`src/rtl/mem_block_transfer_buffer_if.sv`:
```
// Memory-side bus of the block transfer buffer: a command channel
// (req/rw/add with ready), a write-data channel (wdata/wvalid/wready)
// and a read-data channel (rdata/rvalid). The buffer is the master and
// the external memory is the slave.
interface mem_block_transfer_buffer_if #(
  parameter int BW_ADDR = 24
);
  logic               mem_req;
  logic               mem_rw;
  logic [BW_ADDR-1:0] mem_add;
  logic               mem_ready;
  logic [31:0]        mem_wdata;
  logic               mem_wvalid;
  logic               mem_wready;
  logic [31:0]        mem_rdata;
  logic               mem_rvalid;

  modport master (
    output mem_req, mem_rw, mem_add, mem_wdata, mem_wvalid,
    input  mem_ready, mem_wready, mem_rdata, mem_rvalid
  );

  modport slave (
    input  mem_req, mem_rw, mem_add, mem_wdata, mem_wvalid,
    output mem_ready, mem_wready, mem_rdata, mem_rvalid
  );
endinterface

```
`src/rtl/mem_block_transfer_buffer.sv`:
```
// Block transfer buffer between the lease cache memory-controller port
// and external memory. One block-deep first-word-fall-through FIFO holds
// either writeback data (filled by the cache, drained to memory) or fill
// data (filled by memory, drained by the cache). A single request is in
// flight at a time.
// Optional build macro MEM_BUFFER_STATS_EN adds saturating counters of
// completed read and write commands (stat_reads_o / stat_writes_o).
module mem_block_transfer_buffer #(
  parameter int BW_ADDR     = 24,
  parameter int BW_BLOCK    = 4,
  parameter int BLOCK_WORDS = 2 ** BW_BLOCK
) (
  input  logic               clock_i,
  input  logic               reset_i,
  input  logic               req_i,
  input  logic               req_block_i,
  input  logic               rw_i,
  input  logic [BW_ADDR-1:0] add_i,
  output logic               ready_req_o,
  input  logic               write_i,
  input  logic [31:0]        data_i,
  output logic               ready_write_o,
  input  logic               read_i,
  output logic [31:0]        data_o,
  output logic               ready_read_o,
  mem_block_transfer_buffer_if.master mem
`ifdef MEM_BUFFER_STATS_EN
  ,
  output logic [31:0]        stat_reads_o,
  output logic [31:0]        stat_writes_o
`endif
);

  localparam int CW = BW_BLOCK + 1;

  typedef enum logic [2:0] {IDLE, WFILL, ISSUE, WDRAIN, READ} state_t;

  state_t              state_q, state_d;
  logic [CW-1:0]       len_q, len_d;
  logic [CW-1:0]       pushed_q, pushed_d;
  logic [CW-1:0]       popped_q, popped_d;
  logic [CW-1:0]       count_q, count_d;
  logic [BW_BLOCK-1:0] wrPtr_q, wrPtr_d;
  logic [BW_BLOCK-1:0] rdPtr_q, rdPtr_d;
  logic                rw_q, rw_d;
  logic [BW_ADDR-1:0]  addr_q, addr_d;
  logic [31:0]         fifoMem_q [BLOCK_WORDS];

  logic        fifoEmpty;
  logic        canWrite;
  logic        canRead;
  logic        wordOut;
  logic        pushEn;
  logic        popEn;
  logic [31:0] pushData;
  logic [31:0] headWord;

  assign fifoEmpty = (count_q == '0);
  assign headWord  = fifoEmpty ? 32'd0 : fifoMem_q[rdPtr_q];

  // Handshake decode, FIFO bookkeeping and next-state selection
  always_comb begin
    state_d  = state_q;
    len_d    = len_q;
    rw_d     = rw_q;
    addr_d   = addr_q;
    pushed_d = pushed_q;
    popped_d = popped_q;
    count_d  = count_q;
    wrPtr_d  = wrPtr_q;
    rdPtr_d  = rdPtr_q;

    canWrite = (state_q == WFILL) && (pushed_q < len_q);
    canRead  = (state_q == READ) && !fifoEmpty;
    wordOut  = (state_q == WDRAIN) && !fifoEmpty;
    pushEn   = (canWrite && write_i) ||
               ((state_q == READ) && mem.mem_rvalid && (pushed_q < len_q));
    popEn    = (wordOut && mem.mem_wready) || (canRead && read_i);
    pushData = (state_q == READ) ? mem.mem_rdata : data_i;

    ready_req_o    = (state_q == IDLE);
    ready_write_o  = canWrite;
    ready_read_o   = canRead;
    data_o         = headWord;
    mem.mem_req    = (state_q == ISSUE);
    mem.mem_rw     = rw_q;
    mem.mem_add    = addr_q;
    mem.mem_wvalid = wordOut;
    mem.mem_wdata  = headWord;

    if (pushEn) begin
      pushed_d = pushed_q + CW'(1);
      wrPtr_d  = wrPtr_q + BW_BLOCK'(1);
    end
    if (popEn) begin
      popped_d = popped_q + CW'(1);
      rdPtr_d  = rdPtr_q + BW_BLOCK'(1);
    end
    if (pushEn && !popEn) begin
      count_d = count_q + CW'(1);
    end else if (!pushEn && popEn) begin
      count_d = count_q - CW'(1);
    end

    case (state_q)
      IDLE: begin
        if (req_i) begin
          len_d    = req_block_i ? CW'(BLOCK_WORDS) : CW'(1);
          rw_d     = rw_i;
          addr_d   = req_block_i ? (add_i & ~BW_ADDR'(BLOCK_WORDS - 1)) : add_i;
          pushed_d = '0;
          popped_d = '0;
          state_d  = rw_i ? WFILL : ISSUE;
        end
      end
      WFILL: begin
        if (pushEn && (pushed_q + CW'(1) == len_q)) state_d = ISSUE;
      end
      ISSUE: begin
        if (mem.mem_ready) state_d = rw_q ? WDRAIN : READ;
      end
      WDRAIN, READ: begin
        if (popEn && (popped_q + CW'(1) == len_q)) state_d = IDLE;
      end
      default: state_d = IDLE;
    endcase
  end

  // Control and pointer registers, all cleared by synchronous reset
  always_ff @(posedge clock_i) begin
    if (reset_i) begin
      state_q  <= IDLE;
      len_q    <= '0;
      rw_q     <= 1'b0;
      addr_q   <= '0;
      pushed_q <= '0;
      popped_q <= '0;
      count_q  <= '0;
      wrPtr_q  <= '0;
      rdPtr_q  <= '0;
    end else begin
      state_q  <= state_d;
      len_q    <= len_d;
      rw_q     <= rw_d;
      addr_q   <= addr_d;
      pushed_q <= pushed_d;
      popped_q <= popped_d;
      count_q  <= count_d;
      wrPtr_q  <= wrPtr_d;
      rdPtr_q  <= rdPtr_d;
    end
  end

  // FIFO storage; contents are invalidated by the count, not cleared
  always_ff @(posedge clock_i) begin
    if (pushEn && !reset_i) fifoMem_q[wrPtr_q] <= pushData;
  end

`ifdef MEM_BUFFER_STATS_EN
  logic [31:0] statReads_q;
  logic [31:0] statWrites_q;
  logic        issueDone;

  assign issueDone     = (state_q == ISSUE) && mem.mem_ready;
  assign stat_reads_o  = statReads_q;
  assign stat_writes_o = statWrites_q;

  // Count completed command handshakes, saturating at all-ones
  always_ff @(posedge clock_i) begin
    if (reset_i) begin
      statReads_q  <= '0;
      statWrites_q <= '0;
    end else if (issueDone) begin
      if (!rw_q && (statReads_q != '1)) statReads_q <= statReads_q + 32'd1;
      if (rw_q && (statWrites_q != '1)) statWrites_q <= statWrites_q + 32'd1;
    end
  end
`endif

endmodule

```
`src/flat_wrapper.sv`:
```
// flat-port wrapper written by rule: the top's interface ports become plain ports
module mem_block_transfer_buffer_flat 
#(
  parameter int BW_ADDR     = 24,
  parameter int BW_BLOCK    = 4,
  parameter int BLOCK_WORDS = 2 ** BW_BLOCK
)
  (clock_i, reset_i, req_i, req_block_i, rw_i, add_i, ready_req_o, write_i, data_i, ready_write_o, read_i, data_o, ready_read_o, mem_mem_req, mem_mem_rw, mem_mem_add, mem_mem_wdata, mem_mem_wvalid, mem_mem_ready, mem_mem_wready, mem_mem_rdata, mem_mem_rvalid);
  mem_block_transfer_buffer_if #(.BW_ADDR(BW_ADDR)) mem_i ();
  input  logic clock_i;
  input  logic reset_i;
  input  logic req_i;
  input  logic req_block_i;
  input  logic rw_i;
  input  logic [BW_ADDR-1:0] add_i;
  output logic ready_req_o;
  input  logic write_i;
  input  logic [31:0] data_i;
  output logic ready_write_o;
  input  logic read_i;
  output logic [31:0] data_o;
  output logic ready_read_o;
  output wire logic [$bits(mem_i.mem_req)-1:0] mem_mem_req;
  output wire logic [$bits(mem_i.mem_rw)-1:0] mem_mem_rw;
  output wire logic [$bits(mem_i.mem_add)-1:0] mem_mem_add;
  output wire logic [$bits(mem_i.mem_wdata)-1:0] mem_mem_wdata;
  output wire logic [$bits(mem_i.mem_wvalid)-1:0] mem_mem_wvalid;
  input wire logic [$bits(mem_i.mem_ready)-1:0] mem_mem_ready;
  input wire logic [$bits(mem_i.mem_wready)-1:0] mem_mem_wready;
  input wire logic [$bits(mem_i.mem_rdata)-1:0] mem_mem_rdata;
  input wire logic [$bits(mem_i.mem_rvalid)-1:0] mem_mem_rvalid;
  assign mem_mem_req = mem_i.mem_req;
  assign mem_mem_rw = mem_i.mem_rw;
  assign mem_mem_add = mem_i.mem_add;
  assign mem_mem_wdata = mem_i.mem_wdata;
  assign mem_mem_wvalid = mem_i.mem_wvalid;
  assign mem_i.mem_ready = mem_mem_ready;
  assign mem_i.mem_wready = mem_mem_wready;
  assign mem_i.mem_rdata = mem_mem_rdata;
  assign mem_i.mem_rvalid = mem_mem_rvalid;
  mem_block_transfer_buffer #(.BW_ADDR(BW_ADDR), .BW_BLOCK(BW_BLOCK), .BLOCK_WORDS(BLOCK_WORDS)) u_core (.clock_i(clock_i), .reset_i(reset_i), .req_i(req_i), .req_block_i(req_block_i), .rw_i(rw_i), .add_i(add_i), .ready_req_o(ready_req_o), .write_i(write_i), .data_i(data_i), .ready_write_o(ready_write_o), .read_i(read_i), .data_o(data_o), .ready_read_o(ready_read_o), .mem(mem_i));
endmodule
```
`config.mk`:
```
export PLATFORM = sky130hd
export DESIGN_NAME = mem_block_transfer_buffer_flat
export DESIGN_NICKNAME = d
export VERILOG_FILES = /design/src/rtl/mem_block_transfer_buffer_if.sv /design/src/rtl/mem_block_transfer_buffer.sv /design/src/flat_wrapper.sv
export SDC_FILE = /design/constraint.sdc
export NUM_CORES = 1
export LEC_CHECK = 0
export BUFFER_PORTS_ARGS = -buffer_cell sky130_fd_sc_hd__buf_4
export CORE_UTILIZATION = 58
export CTS_BUF_LIST = sky130_fd_sc_hd__clkbuf_16
export CTS_CLUSTER_DIAMETER = 40
export DETAILED_ROUTE_END_ITERATION = 7
export PLACE_DENSITY = 0.75
export SLEW_MARGIN = 40
export SYNTH_ARGS = -nofsm -noshare
export SYNTH_HDL_FRONTEND = slang
export SYNTH_SLANG_ARGS = --single-unit
```
`constraint.sdc`:
```
create_clock -name clock_i -period 5.9 [get_ports clock_i]
set_input_delay 1.18 -clock clock_i [delete_from_list [all_inputs] [get_ports clock_i]]
set_output_delay 1.18 -clock clock_i [all_outputs]
set_load 0.005 [all_outputs]
```
# Word-level counts from Yosys, hierarchy flattened
# Memories as Yosys holds them, arrays and structs flattened. A register that Yosys moved wholly into a read port is not among the register bits.
# Cells that the tools add are included.
# totals
ramBits,512
inputBits,98
memories,1
register_bits,56
elab_cells,75
out_inout_bits,94
# op_classes
n_eq_ne,10
order_cmp,1
n_mux,23
add_sub_neg,6
n_reduce_logical,25
# mem_list
memory,depth,width,read_ports,rd_clocked_by_memory_dff,write_ports,line_no,text
u_core.fifoMem_q,16,32,1,1,1,mem_block_transfer_buffer.sv:47,logic [31:0] fifoMem_q [BLOCK_WORDS];
# ops
op,n
$mux W32,2
$mux W5,9
$add A5 B1 Y5 const B,3
$mux W3,5
$logic_and A1 B1 Y1,13
$mux W4,3
$pmux W3 S4,1
$eq A5 B5 Y1,2
$add A4 B1 Y4 const B,2
$eq A3 B2 Y1 const B,2
$logic_not A5 Y1,1
$lt A5 B5 Y1,1
$sub A5 B1 Y5 const B,1
$logic_not A1 Y1,4
$ne A2 B1 Y1 const B,2
$ne A2 B2 Y1 const B,2
$reduce_and A4 Y1,1
$eq A3 B1 Y1 const B,1
$eq A3 B3 Y1 const B,1
$logic_not A3 Y1,1
$logic_or A1 B1 Y1,2
$mux W1,2
$mux W2,1
$reduce_and A2 Y1,1
2 further kinds,2

# Longest topological paths before layout
# depth
depth_word,8
depth_mapped,13
mapped_depth_nobuf,12

# Worst setup path after synthesis
# Ideal clock, no wire load.
# synth_path
kind,input to register
start,input write_i
end,"memory u_core.fifoMem_q[11][0], enable pin"
required_time_ns,5.479
slack_ns,1.610
cell_stages,5
t_arrival_ns,3.868
path_buffers,1
path_cell_list,or4bb_1 a221oi_4 buf_2 nand3b_1 nor2_1
# synth_between
elab_chain_len,5
# synth_rtl
element,line_no,text
start: declaration,flat_wrapper.sv:17,input logic write_i;
$logic_and A1 B1 Y1,mem_block_transfer_buffer.sv:76,pushEn = (canWrite && write_i) ||
$logic_or A1 B1 Y1,mem_block_transfer_buffer.sv:76,
$logic_and A1 B1 Y1,mem_block_transfer_buffer.sv:156,if (pushEn && !reset_i) fifoMem_q[wrPtr_q] <= pushData;
$mux W1,mem_block_transfer_buffer.sv:156,
$mux W1 (not written as such),mem_block_transfer_buffer.sv:156,
end: declaration,mem_block_transfer_buffer.sv:47,
# Every way passes these cells.

==> results.md <==
* Share of layout cells above drive strength 1 at 0.384
* Routed wire length at 49.0 mm
* Total number of yosys warnings at 0
* Largest net degree at the start of global routing at 64
* Result of the run: finished clean
* Number of standard-cell rows in the floorplan at 72
* Clock power frac at 0.392
* Post-CTS Setup Bufs at 0
* Share of synthesized area occupied by flip-flops and latches at 0.728
* Clock Skews at 0.0204 ns
* CP dominant cell by count: sky130_fd_sc_hd__mux4_2
* Cell with the most instances after synthesis: sky130_fd_sc_hd__edfxtp_1
* Global placement routability congestion at 0.776
* IO Port Bufs at 191
* Worst Hold Slack at 0.458 ns
* Portion of the clock cycle consumed by the worst path in the final layout at 0.780
* Ys async rst share at 0
* Via/cell ratio at 6.09
* Antenna Violating Nets Remaining at 0
* Type of the worst setup path: flop to output pin
* Predominant post-synthesis flop cell: sky130_fd_sc_hd__edfxtp_1
* Starting Density at 0.587
* Top-area cell type share of the netlist area at 0.678
* Rel. slew slack at 0.460
* Floorplan Core Area at 38600 um2
* Power density of the placed cells at 349 nW/um2
* Most frequent cells after synthesis: sky130_fd_sc_hd__edfxtp_1, sky130_fd_sc_hd__mux4_2, sky130_fd_sc_hd__dfxtp_1
* Deepest level of the CTS H-tree at 2
* Number of max-slew violations in the final report at 0
* WP data required at 4.72 ns
* Master cell of the clock root buffer: sky130_fd_sc_hd__clkbuf_16
* Area growth from synthesis to layout at 17.9%
* Worst path max stage delay at 0.76 ns
* Sort of element at the start of the critical path: flop
* Critical path data arrival time at 3.42 ns
* Total die area at 39900 um2
* IO Count at 192
* Sequential share of power at 0.490
* Number of DRC violations after detailed routing at 0
* Worst setup slack after layout at 1.30 ns
* FF+latch count, synth at 569
* Later-pin clock latency in the skew report at 0.61 ns
* Average instance area after synthesis at 19.9 um2
* Maximum fanout encountered on the critical timing path at 62
* Number of nets in the finished design at 1441
* Top achievable clock speed at 217 MHz
* Largest vdd supply drop at 361 uV
* Number of flops mapped to enable cells by yosys at 512
* Worst reg2reg setup slack at 2.50 ns
* Final Hold Viols at 0
* Worst Setup Slack post-DPL at 1.79 ns
* Switching power at 0.00219 W
* Post-cts gate resize count at 0
* Summed instance area of the synthesized netlist at 22700 um2
* Clock slew at the register clock pins of the worst setup and hold paths at 0.06 ns
* Area leader, netlist: sky130_fd_sc_hd__edfxtp_1
* Initial DRT Pass Iterations at 7
* Die width at 200 um
* Drt initial violations at 844
* Internal portion of total power at 0.00715 W
* Minimum period implied by the final worst setup slack at 4.60 ns
* Sw Ratio at 0.235
* Share of total power in combinational logic at 0.119
* Top cells by area in the synthesized netlist: sky130_fd_sc_hd__edfxtp_1, sky130_fd_sc_hd__mux4_2, sky130_fd_sc_hd__dfxtp_1
* Chip height at 200 um
* Final core utilization at 0.692
* Slew @ Worst Pin at 0.809 ns
* Clock tree from TritonCTS: yes
* RSZ-0062 raised after global routing: no
* CP endpoint kind: output pin
* Post-DR wirelength/cell at 25.8 um
* Setup TNS at 0 ns
* Number of different library cells in the post-synthesis netlist at 43
* Critical path's slowest cell: sky130_fd_sc_hd__dfxtp_4
* Nets in the synthesized netlist at 1253
* Leakage power at 8.75 nW
* Clk sinks at 569
* Number of clock buffers inserted by TritonCTS at 59
* Overall global routing resource usage at 0.257
* Cts hold-fix bufs at 0
* Estimated wirelength of the detail-placed design at 28.1 mm
* Initial antenna violation count at 0
* Wire length of the first global-routing pass at 72.9 mm
* Max-cap violations at 0
* Worst hold-check path type: flop to flop
* Number of global-route vias before repair at 11700
* Clock buffer depth at 3
* Number of standard cells after synthesis at 1141
* Cells along the critical path: buf_12, mux4_2, mux4_2, nor2b_1, buf_4
* Number of endpoints failing setup at the final stage at 0
* Total number of vias at 11600
* Count of inserted antenna diode cells at 0
* Remaining global-route overflow at 0
cells in the final DEF (no fill, tap or decap), drive strengths merged, types with 10 or more instances in the layout:
cell / count
dfxtp: 57
inv: 22
mux4: 160
edfxtp: 512
clkbuf: 60
a21oi: 38
xnor2: 10
nor2b: 34
buf: 220
nand2: 54
clkinv: 25
ha: 13
xor2: 10
nor2: 48
mux2: 33
per-layer routing:
layer / wire length, um / vias up / global-route usage
met5: 0 / - / 0
met1: 19800 / 6008 / 0.358
met3: 3230 / 86 / 0.0422
met4: 1330 / 0 / 0.0967
met2: 24700 / 514 / 0.414
li1: - / 4946 / -
worst paths after layout:
path,depth (start not counted),start,to
min reg2reg,2,u_core.mem.mem_add[16]$_SDFFE_PP0P_,u_core.mem.mem_add[16]$_SDFFE_PP0P_
max reg2reg,7,u_core.len_q[0]$_SDFFE_PP0P_,u_core.fifoMem_q[15][3]$_DFFE_PP_
min,2,u_core.mem.mem_add[16]$_SDFFE_PP0P_,u_core.mem.mem_add[16]$_SDFFE_PP0P_
max,5,flop,data_o[17]
layout make-up:
type,instances,area [um2]
Sequential cell,569,16500
Fill cell,2384,11900
Multi-Input combinational cell,471,5800
Timing Repair Buffer,220,1810
Clock buffer,60,1500
Tap cell,518,648
Clock inverter,51,437
Inverter,8,30.0
critical path: cells and delay by family, from the launching register on:
kind,cells,cell delay (ns)
mux,2,1.16
flops,1,0.76
buf+inv,2,0.66
simple gates,1,0.17
registers in the layout, summed over array words and instances, names as in the netlist, named ones only:
register            flops
u_core.fifoMem_q      512
u_core.mem.mem_add     24
u_core.count_q          5
u_core.popped_q         5
u_core.pushed_q         5
u_core.rdPtr_q          4
u_core.wrPtr_q          4
u_core.state_q          3
u_core.len_q            2
u_core.mem.mem_rw       1
logic make-up after synthesis:
| kind of cell | count (synthesis) | synth area share |
|---|---|---|
| AO/OA/AOI/OAI | 58 | 0.0162 |
| XOR/XNOR | 20 | 0.00772 |
| adder cells (fa/ha/maj) | 14 | 0.00805 |
| buffers and inverters | 101 | 0.0227 |
| flip-flops | 569 | 0.728 |
| multiplexers | 200 | 0.178 |
| AND/OR/NAND/NOR | 179 | 0.0392 |
power groups by stage:
stage	registers [W]	logic, W	clock network (W)
global route	0.00458	0.00122	0.00385
global placement	0.00466	0.00109	0
floorplan	0.00463	0.000681	0
CTS	0.00457	0.00112	0.00371
detailed placement	0.00466	0.00111	0
finish	0.00457	0.00111	0.00366
stage by stage:
stage                     instances  instance area [um2]  total power (W)
after floorplan                1141                22700          0.00531
after global placement         1778                24600          0.00575
after detailed placement       1786                24800          0.00577
after CTS                      1897                26800          0.00940
after global routing           1897                26800          0.00966
final                          1897                26800          0.00935
Note: power is estimated with default switching activity, not from simulation.
